===== config.mk =====
export PLATFORM = sky130hd
export DESIGN_NAME = m_pktarb2
export DESIGN_NICKNAME = d
export VERILOG_FILES = /design/src/rtl/m_pktarb2.sv
export SDC_FILE = /design/constraint.sdc
export NUM_CORES = 1
export LEC_CHECK = 0
export BUFFER_PORTS_ARGS = -buffer_cell sky130_fd_sc_hd__buf_2
export CORE_MARGIN = 2
export CORE_UTILIZATION = 34
export DETAILED_ROUTE_END_ITERATION = 8
export PLACE_DENSITY = 0.73
export SETUP_SLACK_MARGIN = 0.02
export SLEW_MARGIN = 15
export SYNTH_ARGS = -nofsm -noshare
export SYNTH_HDL_FRONTEND = slang
export SYNTH_SLANG_ARGS = --single-unit

===== constraint.sdc =====
create_clock -name clk -period 4.9 [get_ports clk]
set_input_delay 0 -clock clk [delete_from_list [all_inputs] [get_ports clk]]
set_output_delay 0 -clock clk [all_outputs]
set_load 0.1 [all_outputs]

===== src/rtl/m_pktarb2.sv =====
// m_pktarb2: packet-atomic two-input round-robin arbiter for 64-bit MIC streams.
// Latency: zero; the selected input is wired straight through to the output.
// Backpressure: O_TREADY reaches the selected input only; the other input sees TREADY=0.
//
// Ports:
//   clk, reset           clock; synchronous active-high reset
//   I0_* / I1_*          input packet streams (TVALID/TREADY/TDATA/TLAST)
//   O_*                  merged output packet stream
//   grant                one-hot input currently forwarded, 2'b00 when none
//   pkt_count0/1         packets completed per input, wrapping counters
module m_pktarb2 #(
  parameter string NAME        = "PktArb",
  parameter int    COUNT_WIDTH = 16
) (
  input  logic                   clk,
  input  logic                   reset,
  input  logic                   I0_TVALID,
  output logic                   I0_TREADY,
  input  logic [63:0]            I0_TDATA,
  input  logic                   I0_TLAST,
  input  logic                   I1_TVALID,
  output logic                   I1_TREADY,
  input  logic [63:0]            I1_TDATA,
  input  logic                   I1_TLAST,
  output logic                   O_TVALID,
  input  logic                   O_TREADY,
  output logic [63:0]            O_TDATA,
  output logic                   O_TLAST,
  output logic [1:0]             grant,
  output logic [COUNT_WIDTH-1:0] pkt_count0,
  output logic [COUNT_WIDTH-1:0] pkt_count1
);

  typedef enum logic [1:0] {
    IDLE  = 2'd0,
    BUSY0 = 2'd1,
    BUSY1 = 2'd2
  } state_t;

  state_t state;
  state_t state_nxt;
  logic   last;      // input that most recently completed a packet
  logic   sel_vld;   // some input is selected this cycle
  logic   sel_idx;   // which input is selected
  logic   done;      // selected input transfers its TLAST beat this cycle

  // Selection, forwarding and next state.
  always_comb begin
    sel_vld   = 1'b0;
    sel_idx   = 1'b0;
    state_nxt = state;

    case (state)
      IDLE: begin
        if (I0_TVALID && I1_TVALID) begin
          // Contention: the input that did not finish last goes next.
          sel_vld = 1'b1;
          sel_idx = ~last;
        end else if (I0_TVALID) begin
          sel_vld = 1'b1;
          sel_idx = 1'b0;
        end else if (I1_TVALID) begin
          sel_vld = 1'b1;
          sel_idx = 1'b1;
        end
      end
      BUSY0: begin
        sel_vld = 1'b1;
        sel_idx = 1'b0;
      end
      BUSY1: begin
        sel_vld = 1'b1;
        sel_idx = 1'b1;
      end
      default: begin
        state_nxt = IDLE;
      end
    endcase

    grant     = sel_vld ? {sel_idx, ~sel_idx} : 2'b00;
    O_TVALID  = sel_vld && (sel_idx ? I1_TVALID : I0_TVALID);
    O_TDATA   = sel_vld ? (sel_idx ? I1_TDATA : I0_TDATA) : 64'd0;
    O_TLAST   = sel_vld && (sel_idx ? I1_TLAST : I0_TLAST);
    I0_TREADY = sel_vld && !sel_idx && O_TREADY;
    I1_TREADY = sel_vld && sel_idx && O_TREADY;
    done      = O_TVALID && O_TREADY && O_TLAST;

    // Any selection that does not complete a packet this cycle locks the
    // grant, including a stalled header in IDLE, so a waiting beat can never
    // be swapped for the other input's data.
    if (sel_vld) begin
      if (done) begin
        state_nxt = IDLE;
      end else begin
        state_nxt = sel_idx ? BUSY1 : BUSY0;
      end
    end
  end

  always_ff @(posedge clk) begin
    if (reset) begin
      state      <= IDLE;
      last       <= 1'b1;
      pkt_count0 <= '0;
      pkt_count1 <= '0;
    end else begin
      state <= state_nxt;
      if (done) begin
        last <= sel_idx;
      end
      if (done && !sel_idx) begin
        pkt_count0 <= pkt_count0 + COUNT_WIDTH'(1);
      end
      if (done && sel_idx) begin
        pkt_count1 <= pkt_count1 + COUNT_WIDTH'(1);
      end
    end
  end

  // A granted source that offered a beat must keep it offered until it transfers.
  property p_hold_valid(logic g, logic v);
    @(posedge clk) disable iff (reset) (g && v && !O_TREADY) |=> v;
  endproperty

  a_hold0: assert property (p_hold_valid(grant[0], I0_TVALID))
    else $warning("%s: *** I0_TVALID dropped while granted with beat untransferred", NAME);
  a_hold1: assert property (p_hold_valid(grant[1], I1_TVALID))
    else $warning("%s: *** I1_TVALID dropped while granted with beat untransferred", NAME);

endmodule

* Word-level counts from Yosys, hierarchy flattened
Cells that the tools add are included.
** Operators by class
- Add/subtract/negate cells :: 2
- Multiply operators :: 0
- Div/mod/pow operators :: 0
- $lt $le $gt $ge :: 0
- Eq/ne operators :: 3
- Shift-type cells :: 0
- Multiplexer cells :: 16
- Bitwise gates (word level) :: 2
- Reduce and logical (&&, ||, !) cells :: 15
** Operator list (number)
- $mux W64 :: 2
- $add A16 B1 Y16 const B :: 2
- $logic_and A1 B1 Y1 :: 11
- $mux W2 :: 5
- $mux W1 :: 7
- $pmux W1 S2 :: 2
- $reduce_or A3 Y1 :: 1
- $eq A2 B1 Y1 const B :: 1
- $eq A2 B2 Y1 const B :: 1
- $logic_not A2 Y1 :: 1
- $ne A2 B1 Y1 const B :: 1
- $not A1 Y1 :: 2
- $reduce_or A2 Y1 :: 1
- $logic_not A1 Y1 :: 1
** Word-level totals
- Register bits :: 35
- Latch bits :: 0
- Bits in writable memories :: 0
- Bits in read-only memories :: 0
- Input bits :: 135
- Memories kept :: 0

* Logic depth before layout (Yosys ltp)
Gate-level depths: netlist of the first run.
- Depth in word-level cells :: 10
- Mapped depth :: 9
- Depth with buffers taken out :: 7

* Worst setup path before layout of the first run
No wires, ideal clock.
- Kind :: register to output
- Start point :: register state[0]
- End point :: output port O_TDATA[55]
- Arrival time :: 3.062 ns
- Setup slack :: 1.838 ns
- Cell stages (with the launch flop) :: 8
- Buffers on the path :: 1
- Cell sequence :: dfxtp_1 -> inv_1 -> ha_1 -> and2_1 -> a21oi_1 -> clkbuf_1 -> nand2_1 -> a21oi_1
** Between the ends
- Cells in the longest elaborated chain, start to end :: 4
- Elaborated cells between the ends (all ways) :: 8
** RTL lines
- start: declaration :: line 40 : state_t state;
- start signal: assignment :: line 107 : state <= state_nxt;
- $eq A2 B2 Y1 (tied with other cells) :: line 53 : case (state)
- $pmux W1 S2 or $reduce_or A2 Y1 (tied branches)
- $mux W64 or $pmux W1 S2 (tied branches) :: line 82, 53
- $mux W64 (*) :: line 82 : O_TDATA = sel_vld ? (sel_idx ? I1_TDATA : I0_TDATA) : 64'd0;
- end: declaration :: line 27 : output logic [63:0] O_TDATA,
Every way passes the cells marked *; elsewhere a longest branch is shown, timed or not.

* Worst setup path in the final report of the first run
- Start point :: register state[0]
- End point :: output port O_TDATA[26]
The elaborated chain is that of the path after synthesis.

==> key figures, run 1 <==
Run status
  • Outcome: complete, no violations

CTS
  • Post-CTS Hold Fix Bufs: 0
  • Skew-Pair Late Insertion Delay: between 0.2 and 0.3 ns
  • CTS Sinks: 35
  • CTS clock-pin slew for the worst setup and hold paths: 0.07 ns
  • Setup Fix Bufs, Post-CTS: 0
  • H-tree depth: 2
  • Cts bufs inserted: 5
  • Root Driver: clkbuf_8
  • Clk buf depth: 2
  • CTS resizes: 0
  • CTS tree: yes

Logic synthesis
  • Sequential element share of the synthesized area: 26.3%
  • Number of synthesized flops with an enable pin: 0
  • Top FF cell, synth: dfxtp_1
  • Synth Cell Area: about 2700 um2
  • Synth async-reset ratio: 0%
  • Syn Area/Cell: roughly 6 um2
  • Mapped Cells: approximately 430
  • Net Count, Synth: between 500 and 600
  • Synth unique cells: 30
  • Ys Warns: 0
  • Synth Register Bits: 35

Finish
  • Design area: ~4000 um2
  • Filler cell count: 803
  • Antenna Cells: 0
  • Area delta synth->final: 49.7%
  • Nets@finish: 788
  • Share of cells above drive strength 1: just under 40%
  • Area occupied by registers: 701 um2
  • Multi-input logic area: roughly 1800 um2

Global routing
  • Global-route wire length before repair: 15200 um
  • Overflow after GRT: 0
  • Vias in the first global route: between 3k and 4k
  • Largest net degree at the start of global routing: 68
  • GRT Total Usage: around 22%
  • Antenna violations before repair: 2

Timing
  • Finish-stage setup viols: 0
  • Slew @ Worst Pin: a little over 1 ns
  • Unrepaired setup endpoints after global routing: no
  • Relative slew slack: between 30 and 40%
  • Slew Viols, Final: 0
  • Setup Skew: approximately 0.0019 ns
  • FMAX: around 0.31 GHz
  • Crit path time final: 3.18 ns
  • Crit share post-route: 64.9%
  • TNS Setup: 0 ns
  • Final count of hold timing violations: 0

Floorplan
  • I/O Pins: 237
  • Die Width: 92.5 um
  • Core ar.: between 7000 and 8000 um2
  • Starting Density: between 30% and 40%
  • FP Rows: 32
  • Die area: between 8000 and 9000 um2
  • Die H: roughly 93 um

Setup path
  • Critical path origin: state[0]
  • WP data required: 4.90 ns
  • Crit path cell chain: inv_1 -> ha_1 -> and2_1 -> a21oi_4 -> buf_4 -> nand2_1 -> a21oi_1 -> buf_2
  • CP arrival: approximately 3.2 ns
  • Reg2Reg Launch Point: state[0]
  • CP Capture Type: output port
  • Crit Path Max Fanout: 40
  • CP Launch Type: flip-flop
  • Flop-to-flop setup slack: approximately 2.0 ns
  • Crit path kind: reg -> out
  • Crit-path slowest cell: a21oi_4
  • Max stage delay on crit path: 0.83 ns
  • Worst setup path end: O_TDATA[26]
  • Length in cells of the worst reg-to-reg path: 8
  • Reg2reg end: pkt_count0[3]

Drt
  • Via Count: ~3.7k
  • Detailed-router iteration count before antenna repair: 4
  • Post-DR wirelength/cell: between 10 and 15 um
  • Routed Antenna Nets: 0
  • # DRC: 0
  • Final wirelength: 10000 um
  • Initial DRC count: 100
  • Vias per inst: a little under 5

Placed design
  • GPL Wtd Cong: just under 0.8
  • Final HPWL DP: roughly 7500 um
  • Port buffer count: about 240
  • Placed Area: slightly below 4000 um2

Job
  • Max cap viols: 0

Hold path
  • Min-Delay Path Depth: 2
  • Min-Delay Path Class: in -> reg
[final cells by class]
class	count	share of cell area [%]
clock inverter	1	0.125
multi-input combinational	359	46.0
timing repair buffer	240	30.4
sequential	35	17.6
inverter	7	0.659
clock buffer	6	2.07
tap	102	3.20
[worst max-delay path: cells and delay by family, from the launching register on]
family / cells / cell delay, ns
AOI/OAI and AO/OA: 2 / 0.97
adders and majority gates: 1 / 0.23
buffers and inverters: 3 / 0.98
DFF: 1 / 0.36
and+or+nand+nor: 2 / 0.33
[layer usage]
layer,up-vias,global-route usage [%],part of all wire [%]
li1,1883,-,-
met1,1654,26.4,41
met2,158,37.2,49
met3,15,5.94,8.4
met4,4,5.35,1.1
met5,-,0,0.23
[logic make-up after synthesis]
group | share of synthesized area (%)
XOR/XNOR | 7.23
buffers and inverters | 5.35
adder cells (fa/ha/maj) | 2.35
AND/OR/NAND/NOR | 39.2
flip-flops | 26.3
multiplexers | 0.751
AO/OA/AOI/OAI | 18.8
[cells in the mapped netlist, types with 2 or more instances]
library cell | count | share of area, %
and2_1 | 4 | 0.94
or3_1 | 8 | 1.9
a211oi_1 | 2 | 0.56
or2_2 | 3 | 0.70
xnor2_1 | 2 | 0.66
o21ai_0 | 8 | 1.5
nor2_1 | 35 | 4.9
buf_1 | 6 | 0.85
ha_1 | 5 | 2.3
clkbuf_1 | 25 | 3.5
a21oi_1 | 76 | 14
dfxtp_1 | 35 | 26
inv_1 | 7 | 0.99
xor2_1 | 20 | 6.6
mux2i_1 | 2 | 0.75
nand4_1 | 24 | 5.6
nand2_1 | 138 | 19
nor3_1 | 3 | 0.56
and3_1 | 10 | 2.3
nand3_1 | 9 | 1.7
[through the flow]
| stage | cells | setup WS [ns] | util (%) | hold slack [ns] |
|---|---|---|---|---|
| 4_1_cts | 750 | 1.69 | 52.1 | 0.216 |
| 3_5_place_dp | 743 | 2.01 | 51.0 | 0.470 |
| 6_report | 750 | 1.72 | 52.2 | 0.219 |
| 5_1_grt | 750 | 1.44 | 52.2 | 0.255 |
| 3_3_place_gp | 743 | 2.13 | 51.0 | 0.456 |
| 2_1_floorplan | 432 | 1.84 | - | 0.283 |
[sequential cells by signal, indices dropped and copies added (netlist names)]
register and flops:
last 1, pkt_count0 16, pkt_count1 16, state 2
[cell usage in the layout, fill, tap and decap left out, types with 2 or more instances in the layout]
| cell | instances |
|---|---|
| dfxtp_1 | 35 |
| nor2_1 | 35 |
| buf_2 | 236 |
| nand4_1 | 24 |
| nand3_1 | 9 |
| nor3_1 | 3 |
| nand2_1 | 138 |
| ha_1 | 5 |
| clkbuf_8 | 6 |
| xor2_1 | 20 |
| inv_1 | 7 |
| a21oi_1 | 75 |
| and3_1 | 10 |
| mux2i_1 | 2 |
| a211oi_1 | 2 |
| and2_1 | 4 |
| xnor2_1 | 2 |
| or2_2 | 2 |
| o21ai_0 | 8 |
| buf_4 | 4 |
| or3_1 | 8 |
[worst min-delay path by stage]
| stage | from | to | slack (ns) |
|---|---|---|---|
| finish | reset | pkt_count1[3] | 0.22 |
| CTS | reset | pkt_count1[12] | 0.22 |
| floorplan | reset | pkt_count1[11] | 0.28 |
| global route | reset | pkt_count1[2] | 0.26 |
| detailed placement | I0_TDATA[8] | O_TDATA[8] | 0.47 |
| global placement | last | last | 0.46 |
Power of run 1 is left out: the tool's default activity adds up to more than one toggle a clock period on the data nets, which glitch-free logic cannot reach.
==> run 2, diff against run 1 <==
- clock period: 4.9 -> 3 ns (I/O delays scaled with it)
==> key figures, run 2 (same netlist as run 1, synthesis figures left out) <==
Finish
  • Antenna Cells: 0
  • Most frequent cells in the layout: buf_2, nand2_1, a21oi_2
  • Area delta synth->final: 59.7%
  • Share of cells above drive strength 1: a little under half
  • Nets@finish: about 800
  • Regs by FF count: pkt_count0: 16 flops, pkt_count1: 16 flops, state: 2 flops
  • Commonest non-fill, non-tap cell in the layout: buf_2

Setup path
  • CP arrival: 2.60 ns
  • CP Launch Type: flip-flop
  • Flop-to-flop setup slack: 0.67 ns
  • Crit path kind: reg -> out
  • Reg2reg end: pkt_count1[11]
  • Reg2Reg Launch Point: state[0]
  • Length in cells of the worst reg-to-reg path: 8
  • CP Capture Type: output port
  • Crit Path Max Fanout: 36
  • WP data required: 3.00 ns

CTS
  • CTS tree: yes
  • Post-CTS Hold Fix Bufs: 0
  • Clk buf depth: 2
  • CTS Sinks: 35
  • Skew-Pair Late Insertion Delay: around 0.29 ns
  • CTS clock-pin slew for the worst setup and hold paths: 0.07 ns
  • Cts bufs inserted: 5
  • Setup Fix Bufs, Post-CTS: 0
  • CTS resizes: 0
  • Root Driver: clkbuf_8
  • H-tree depth: 2

Timing
  • Slew Viols, Final: 0
  • Unrepaired setup endpoints after global routing: no
  • Relative slew slack: roughly three fifths
  • Setup Skew: roughly 0.0056 ns
  • Crit share post-route: about 87%
  • Crit path time final: about 2.6 ns
  • FMAX: 0.384 GHz
  • TNS Setup: 0 ns
  • Slew @ Worst Pin: a little over 0.6 ns
  • Final count of hold timing violations: 0
  • Finish-stage setup viols: 0

Drt
  • # DRC: 0
  • Post-DR wirelength/cell: around 13 um
  • Vias per inst: 5.01
  • Routed Antenna Nets: 0
  • Initial DRC count: approximately 130
  • Final wirelength: between 10000 and 15000 um
  • Detailed-router iteration count before antenna repair: 4
  • Via Count: around 3.8k

Floorplan
  • Die H: between 90 and 100 um
  • I/O Pins: 237
  • FP Rows: 32
  • Die area: 8560 um2
  • Starting Density: approximately a third
  • Core ar.: 7650 um2
  • Die Width: ~90 um

Placed design
  • Final HPWL DP: about 8100 um
  • Port buffer count: about 240
  • GPL Wtd Cong: 0.879

Global routing
  • Antenna violations before repair: 0
  • Largest net degree at the start of global routing: 37
  • Vias in the first global route: approximately 3.5k
  • Global-route wire length before repair: ~16000 um
  • Overflow after GRT: 0
  • GRT Total Usage: approximately 23%

Hold path
  • Worst Hold End: pkt_count0[7]
  • Min-Delay Path Class: in -> reg
  • Hold Crit Start: reset
  • Min-Delay Path Depth: 2

Run status
  • Outcome: complete, no violations

Job
  • Max cap viols: 0
## run 2: cell types whose count changed in the layout (fill, tap and decap cells not counted), moves of 3 or more
cell     previous run  this run
buf_4               4         7
a21oi_1            75        35
buf_12              0         4
a21oi_2             0        40
## run 2: per-layer routing
layer / share of wire, % / GRT usage, % / vias up
met1: 42 / 26.9 / 1718
met4: 1.3 / 4.85 / 0
met3: 8.2 / 5.13 / 13
met5: 0 / 0 / -
li1: - / - / 1896
met2: 48 / 40.9 / 168
## run 2: worst max-delay path, cell delays in order, from the launching register on
cell	delay (ns)
dfxtp_1	0.35
inv_1	0.07
ha_1	0.23
and2_1	0.22
a21oi_4	0.47
buf_12	0.27
nand2_1	0.08
a21oi_1	0.15
buf_2	0.46
## run 2: worst max path at each step
stage | end | slack [ns] | from
after CTS | O_TDATA[58] | 0.38 | state[0]
after floorplan | O_TDATA[30] | -0.06 | state[0]
after global placement | O_TDATA[59] | 0.77 | state[0]
after global routing | O_TDATA[6] | 0.17 | state[0]
after detailed placement | pkt_count1[11] | 0.70 | state[0]
final | O_TDATA[3] | 0.40 | state[0]
## run 2: area by class of cell
cell class              instances  area [um2]
fillers                       753        3390
multi-input cells             359        1990
repair buffers                247        1310
flip-flops and latches         35         701
well taps                     102         128
clock buffers                   8         100
inverters                       7        26.3
## run 2: stage by stage
| step | setup slack (ns) | instances | hold slack (ns) | instance area, um2 | utilization [%] |
|---|---|---|---|---|---|
| 6_report | 0.398 | 758 | 0.210 | 4260 | 55.6 |
| 3_5_place_dp | 0.697 | 750 | 0.471 | 4160 | 54.3 |
| 2_1_floorplan | -0.0616 | 432 | 0.283 | 2820 | - |
| 5_1_grt | 0.173 | 758 | 0.233 | 4260 | 55.6 |
| 4_1_cts | 0.378 | 758 | 0.218 | 4260 | 55.6 |
| 3_3_place_gp | 0.765 | 750 | 0.469 | 4160 | 54.3 |
Power of run 2 is left out for the same reason.
==> run 3, diff against run 2 <==
- ABC_AREA: unset -> 1
- PLACE_DENSITY: 0.73 -> 0.72
==> key figures, run 3 <==
Setup path
  • Crit path kind: reg -> out
  • CP arrival: about 2.7 ns
  • WP data required: approximately 3.0 ns
  • Max stage delay on crit path: between 0.5 and 0.6 ns
  • Buffers & Inverters on Critical Path: 3
  • Length in cells of the worst reg-to-reg path: 15
  • CP Depth: 9
  • CP Capture Type: output port
  • Crit path cell chain: inv_1 -> ha_1 -> a21oi_1 -> nand2_1 -> nand2_2 -> nor2_4 -> buf_12 -> a22o_1 -> buf_2
  • Crit Path Max Fanout: 32
  • Crit path max-delay family: simple AND/OR/NAND/NOR gates
  • Crit-path slowest cell: nor2_4
  • CP Launch Type: flip-flop

CTS
  • CTS Sinks: 35
  • CTS clock-pin slew for the worst setup and hold paths: roughly 0.070 ns
  • Clk buf depth: 2
  • H-tree depth: 2
  • Cts bufs inserted: 5
  • CTS tree: yes
  • Post-CTS Hold Fix Bufs: 0
  • Setup Fix Bufs, Post-CTS: 0
  • CTS resizes: 0
  • Root Driver: clkbuf_8
  • Skew-Pair Late Insertion Delay: slightly below 0.3 ns

Placed design
  • Final HPWL DP: 9860 um
  • GPL Wtd Cong: around 0.91
  • Port buffer count: between 200 and 250

Logic synthesis
  • Simple-gate share of the synthesized area: between 30% and 40%
  • Synth async-reset ratio: 0%
  • Number of synthesized flops with an enable pin: 0
  • Mapped Cells: roughly 390
  • Complex-gate fraction of the synthesized area: between 20% and 30%
  • Count leader, synth: nand2_1
  • Synth Cell Area: between 2000 and 3000 um2
  • Mux share of post-synthesis cell area: 0%
  • Top FF cell, synth: dfxtp_1
  • Cell taking the most area after synthesis: dfxtp_1
  • Synth Register Bits: 35
  • Synth unique cells: 23
  • Largest family of logic cells by synthesized area: simple AND/OR/NAND/NOR gates
  • Post-Synth XOR/XNOR Area: between 7 and 8%
  • Ys Warns: 0
  • Post-synth top area share: roughly 25%
  • Sequential element share of the synthesized area: about a quarter
  • Top post-synthesis cells by area: dfxtp_1, a22o_1, nand2_1
  • Adder-cell area share of the yosys netlist: 2.25%
  • Post-synth top cells: nand2_1, a22o_1, nand3_1
  • Syn Area/Cell: 7.06 um2
  • Net Count, Synth: between 500 and 600

Timing
  • Unrepaired setup endpoints after global routing: no
  • Slew Viols, Final: 0
  • Final count of hold timing violations: 0
  • Relative slew slack: approximately 53%
  • Crit share post-route: between 90% and 100%
  • Slew @ Worst Pin: ~0.7 ns
  • Crit path time final: between 2 and 3 ns
  • Setup Skew: 0.00510 ns
  • FMAX: between 0.3 and 0.4 GHz
  • Finish-stage setup viols: 0
  • TNS Setup: 0 ns

Run status
  • Outcome: complete, no violations

Job
  • Max cap viols: 0

Hold path
  • Min-Delay Path Depth: 4
  • Min-Delay Path Class: in -> reg

Finish
  • Share of cells above drive strength 1: between 40% and 50%
  • Area occupied by registers: roughly 700 um2
  • Nets@finish: 759
  • Area delta synth->final: 53.5%
  • Multi-input logic area: 1860 um2
  • Most frequent cells in the layout: buf_2, nand2_1, a22o_1
  • Regs by FF count: pkt_count0: 16 flops, pkt_count1: 16 flops, state: 2 flops
  • Antenna Cells: 0
  • Filler cell count: ~760
  • Commonest non-fill, non-tap cell in the layout: buf_2

Drt
  • Detailed-router iteration count before antenna repair: 5
  • Post-DR wirelength/cell: 17.0 um
  • Routed Antenna Nets: 0
  • Initial DRC count: approximately 170
  • Via Count: 3715
  • Vias per inst: a little over 5
  • Final wirelength: ~12000 um
  • # DRC: 0

Global routing
  • GRT Total Usage: between 20 and 30%
  • Antenna violations before repair: 4
  • Global-route wire length before repair: between 15000 and 20000 um
  • Overflow after GRT: 0
  • Vias in the first global route: ~3.2k
  • Largest net degree at the start of global routing: 39

Floorplan
  • Die Width: roughly 94 um
  • Die area: between 8000 and 9000 um2
  • Die H: 94.4 um
  • Starting Density: a little over a third
  • FP Rows: 32
  • I/O Pins: 237
  • Core ar.: about 7800 um2
-- run 3: cell count changes in the layout (fill, tap and decap cells not counted), moves of 8 or more --
cell	previous run	this run
and3_1	10	0
nand3_1	9	45
or3_1	8	0
o21ai_0	8	0
a21oi_2	40	0
a22o_1	0	64
inv_1	7	20
nand4_1	24	4
nand2_1	138	80
buf_2	236	228
-- run 3: area by class of cell --
type	instances	share of cell area (%)
Clock buffer	6	1.93
Clock inverter	2	0.820
Inverter	23	2.02
Multi-Input combinational cell	311	43.5
Sequential cell	35	16.4
Tap cell	102	2.99
Timing Repair Buffer	243	32.3
-- run 3: path summary, 6_finish.rpt --
kind                            startpoint             to  slack (ns)
worst max register to register    state[0]  pkt_count0[1]        0.59
worst min-delay path              O_TREADY           last        0.15
worst min register to register    state[0]       state[0]        0.49
worst max-delay path              state[0]    O_TDATA[34]        0.26
-- run 3: per-stage QoR --
| step | setup slack [ns] | utilization (%) | hold WS (ns) | cells | area [um2] |
|---|---|---|---|---|---|
| after floorplan | 0.485 | - | 0.156 | 394 | 2790 |
| after global placement | 0.702 | 53.2 | 0.427 | 714 | 4150 |
| after detailed placement | 0.613 | 53.2 | 0.445 | 714 | 4150 |
| after CTS | 0.304 | 54.7 | 0.151 | 722 | 4270 |
| after global routing | 0.0901 | 54.7 | 0.184 | 722 | 4270 |
| final | 0.264 | 54.7 | 0.148 | 722 | 4270 |
-- run 3: metal layers --
metal  track usage (%)  vias to the layer above  share of wire (%)  wire length [um]
met5                 0                        -               0.37                46
met2              38.3                      169                 46              5640
met3              7.98                       21                 11              1410
li1                  -                     1820                  -                 -
met4              6.16                        8                1.3               166
met1              34.1                     1697                 41              5050
-- run 3: kinds of logic (layout without fill, tap and decap cells) --
| kind of cell | after synthesis | count (layout) |
|---|---|---|
| flops | 35 | 35 |
| compound gates | 96 | 96 |
| xor+xnor | 24 | 24 |
| buf+inv | 48 | 274 |
| simple gates | 186 | 186 |
| fa+ha+maj | 5 | 5 |
-- run 3: worst reg2reg max path, stage by stage, from the launching register on --
cell,delay (ns)
dfxtp_1,0.33
inv_1,0.08
ha_1,0.17
nand2_1,0.08
inv_2,0.05
nand2_2,0.06
nand2_2,0.10
buf_4,0.27
nand2_1,0.13
nand2_2,0.11
nand3_4,0.09
nor2_8,0.29
nand2_2,0.29
inv_1,0.15
nor2_1,0.05
nor2_1,0.09
Power of run 3 is left out for the same reason.
